## src/rtl/switch_event_queue.sv

```systemverilog
// switch_event_queue: turns debounced switch levels into a queue of press
// events, delivered one switch index at a time over valid/ready.
module switch_event_queue #(
    parameter int NUM_SWITCHES = 22,
    parameter int FIFO_DEPTH   = 4,
    parameter int IDX_W        = $clog2(NUM_SWITCHES),
    parameter int CNT_W        = $clog2(FIFO_DEPTH) + 1
) (
    input  logic                    clk,
    input  logic                    reset,
    input  logic [NUM_SWITCHES-1:0] button_pressed,
    output logic                    event_valid,
    output logic [IDX_W-1:0]        event_index,
    input  logic                    event_ready,
    output logic [NUM_SWITCHES-1:0] pending,
    output logic [CNT_W-1:0]        fifo_count,
    output logic                    overflow
);

    localparam int PTR_W = $clog2(FIFO_DEPTH);
    localparam logic [CNT_W-1:0] FULL = CNT_W'(FIFO_DEPTH);

    logic [NUM_SWITCHES-1:0] prev;
    logic [NUM_SWITCHES-1:0] rise;
    logic [NUM_SWITCHES-1:0] sel_mask;
    logic [NUM_SWITCHES-1:0] clear_mask;
    logic [IDX_W-1:0]        scan_idx;
    logic [IDX_W-1:0]        mem [FIFO_DEPTH];
    logic [PTR_W-1:0]        rd_ptr;
    logic [PTR_W-1:0]        wr_ptr;
    logic                    pop;
    logic                    push;
    logic                    room;

    assign rise = button_pressed & ~prev;

    // x & -x isolates the lowest set bit of pending
    assign sel_mask = pending & (~pending + NUM_SWITCHES'(1));

    always_comb begin
        scan_idx = '0;
        for (int i = 0; i < NUM_SWITCHES; i++) begin
            if (sel_mask[i]) begin
                scan_idx = scan_idx | IDX_W'(i);
            end
        end
    end

    assign event_valid = (fifo_count != '0);
    assign event_index = event_valid ? mem[rd_ptr] : '0;
    assign pop         = event_valid & event_ready;
    assign room        = (fifo_count != FULL) | pop;
    assign push        = (|pending) & room;
    assign clear_mask  = push ? sel_mask : '0;

    always_ff @(posedge clk) begin
        if (reset) begin
            prev       <= button_pressed;
            pending    <= '0;
            rd_ptr     <= '0;
            wr_ptr     <= '0;
            fifo_count <= '0;
            overflow   <= 1'b0;
        end else begin
            prev    <= button_pressed;
            pending <= (pending & ~clear_mask) | rise;
            // a second rise on a still-pending bit coalesces and is lost
            if (|(rise & pending & ~clear_mask)) begin
                overflow <= 1'b1;
            end
            if (push) begin
                wr_ptr <= wr_ptr + PTR_W'(1);
            end
            if (pop) begin
                rd_ptr <= rd_ptr + PTR_W'(1);
            end
            unique case ({push, pop})
                2'b10:   fifo_count <= fifo_count + CNT_W'(1);
                2'b01:   fifo_count <= fifo_count - CNT_W'(1);
                default: fifo_count <= fifo_count;
            endcase
        end
    end

    always_ff @(posedge clk) begin
        if (push) begin
            mem[wr_ptr] <= scan_idx;
        end
    end

endmodule

```

## config.mk

```make
export PLATFORM = sky130hd
export DESIGN_NAME = switch_event_queue
export DESIGN_NICKNAME = d
export VERILOG_FILES = /design/src/rtl/switch_event_queue.sv
export SDC_FILE = /design/constraint.sdc
export NUM_CORES = 1
export LEC_CHECK = 0
export BUFFER_PORTS_ARGS = -buffer_cell sky130_fd_sc_hd__buf_2
export CAP_MARGIN = 20
export CORE_MARGIN = 4
export CORE_UTILIZATION = 45
export DETAILED_ROUTE_END_ITERATION = 8
export GPL_ROUTABILITY_DRIVEN = 0
export PLACE_DENSITY = 0.67
export SYNTH_ARGS = -nofsm -noshare
export SYNTH_HDL_FRONTEND = slang
export SYNTH_SLANG_ARGS = --single-unit
```

## constraint.sdc

```tcl
create_clock -name clk -period 5.45 [get_ports clk]
set_input_delay 0 -clock clk [delete_from_list [all_inputs] [get_ports clk]]
set_output_delay 0 -clock clk [all_outputs]
set_load 0.02 [all_outputs]
```

==> metrics.cfg <==
[drt]
wl_met2_um=3424
wl_met1_um=3133
via_count=2515
antenna_left=0
post_drt_wl_per_cell_um=14.81
drt-total-wl_um=7110
wl_met3_um=345
drt_iter0_drc=92
highest_layer=met4
drc=0
drt_first_pass_iters=4
viasPerCell=5.240

[global_routing]
antenna_found_initial=0
first_global_vias=2429
grt_max_degree=32
overflow=0
grt_pass1_wl_um=11850
grt_use_total_pct=17.76

[cells_and_area]
nFillCells=586
final_layout_size_suffix_gt1_share_pct=23.18
finalNetCount=409
final_common_cell=buf_2
multi_input_area_um2=1384
areaGrowthSynthToFinish_pct=23.43
layout_common_cells=buf_2, dfxtp_1, a21oi_1, nor2_1, dlygate4sd3_1
n_antenna_cell=0
seqCellArea_um2=1682

[clocking]
postCtsSetupBuffers=0
cts_sinks=74
cts.repair.resized=0
h-tree-depth=3
cts_made_buffers=9
clock_path_buffers=2
root_buffer=clkbuf_8
worstSkewPairLatency_ps=340
cts_tree=built
path_clk_slew_ps=70

[floorplan]
rows=30
dieArea_um2=8416
die_h_um=91.74
core-area_um2=6794
io_pins=57
initial_core_util_pct=46.45
die_w_um=91.74

[outcome]
status=finished clean

[yosys]
syn_area_um2=3156
syn_nets=328
synth_top_area_share_pct=34.26
synth-edff-count=20
ys_seq_elements=74
seq_area_frac_synth_pct=53.29
synth-main-ff-cell=dfxtp_1
synth.area.top_cells=dfxtp_1, edfxtp_1, a21oi_1
synthArstFlopShare_pct=0
yosysWarnings=0
syn_area_per_cell_um2=10.59
syn_inst=298
synth_top_area_cell=dfxtp_1
ys_types=62

[pwr]
ir_drop_uv=168.7
p_leak_nw=1.565
power_w=0.001450
power_density_nw_per_um2=372.4

[sta]
drv_slew=0
final_hold_viol_count=0
rsz0062_at_grt=no
period_share_pct=52.70
finalSetupTns_ps=0
min_period_ps=2872
worst_slew_pin_slew_ps=626.0
max_freq_mhz=348.2
setup_viol=0
clock_skew_ps=8.691
slew_headroom_pct=58.26

[placed_design]
place_hpwl_um=5116
port_buffers=56

[critical_path]
worstSetupPathType=flop to flop
cp_max_fo=9
endpoint_kind=flop
cp.arrival_ps=3130
crit_required_ps=5710
cp-start-kind=flop

[min_path]
hp-class=primary input to flop

[run]
cap_violations=0

==> through the flow <==
stage                     setup WS [ps]  hold WS (ps)  std cells  instance area (µm²)  utilization (%)
after floorplan                    2894         27.72        298                 3156                -
after global placement             2787         111.2        442                 3515            51.73
after detailed placement           2630         118.2        442                 3515            51.73
after CTS                          2608         78.94        480                 3895            57.33
after global routing               2352         150.8        480                 3895            57.33
final                              2578         91.94        480                 3895            57.33
==> sequential cells by signal (all words and copies together), names as in the netlist, named ones only <==
register	cells
prev	22
overflow	1
fifo_count	3
wr_ptr	2
rd_ptr	2
mem	20
pending	22
==> path summary, 6_finish.rpt <==
kind | from | endpoint | slack (ps) | cells after the start
worst max-delay path | pending[4] | fifo_count[2] | 2580 | 8
worst max register to register | pending[4] | fifo_count[2] | 2580 | 8
worst min register to register | wr_ptr[1] | wr_ptr[1] | 490 | 2
worst min-delay path | event_ready | rd_ptr[0] | 90 | 4
==> layer usage <==
metal	vias up	global-route usage, %
met4	0	9.406
met5	-	0
li1	1259	-
met2	63	28.79
met3	18	3.938
met1	1175	22.08
==> synthesized netlist by cell type, types with 3 or more instances <==
cell type	number
nor4_2	4
and2_1	6
o21ai_1	4
nor3_1	4
mux4_2	5
dfxtp_1	54
and2_2	4
ha_1	4
o2111ai_1	5
o21ai_0	11
nand2_1	18
nand3_1	7
edfxtp_1	20
inv_1	13
a21oi_1	28
o22ai_1	3
o31ai_1	10
nor2_1	24
clkbuf_1	6
nand2b_1	16
nor2b_1	5
==> worst max-delay path, stage by stage (launching register included) <==
cell and delay (ps):
dfxtp_1 390, nor4_2 490, nand3_2 270, nor2_1 320, nand3_1 160, fa_1 440
or3_1 390, a21o_1 170, a31oi_1 160
==> area by class of cell <==
type                    instances  area share (%)
well taps                      96           3.084
repair buffers                 78           12.85
inverters                      13           1.253
clock buffers                  16           4.112
multi-input cells             203           35.53
flip-flops and latches         74           43.17
==> power breakdown <==
group          leakage (nW)  switching [W]  internal (W)
Clock                0.0790       0.000179      0.000179
Combinational         0.845       0.000218      0.000165
Sequential            0.641      0.0000608      0.000648
==> what timing repair did <==
| item | CTS | global route |
|---|---|---|
| endpoints found under the hold margin | 41 | 0 |
| endpoints found under the setup margin | 0 | 0 |
| hold buffers | 22 | 0 |
==> cell families after synthesis <==
family	count (synthesis)	share of synthesized area, %
AND/OR/NAND/NOR	108	20.18
AO/OA/AOI/OAI	81	16.77
flip-flops	74	53.29
buffers and inverters	21	2.855
multiplexers	5	3.569
adder cells (fa/ha/maj)	5	2.221
XOR/XNOR	4	1.110
Power figures use the tool's default switching activity.
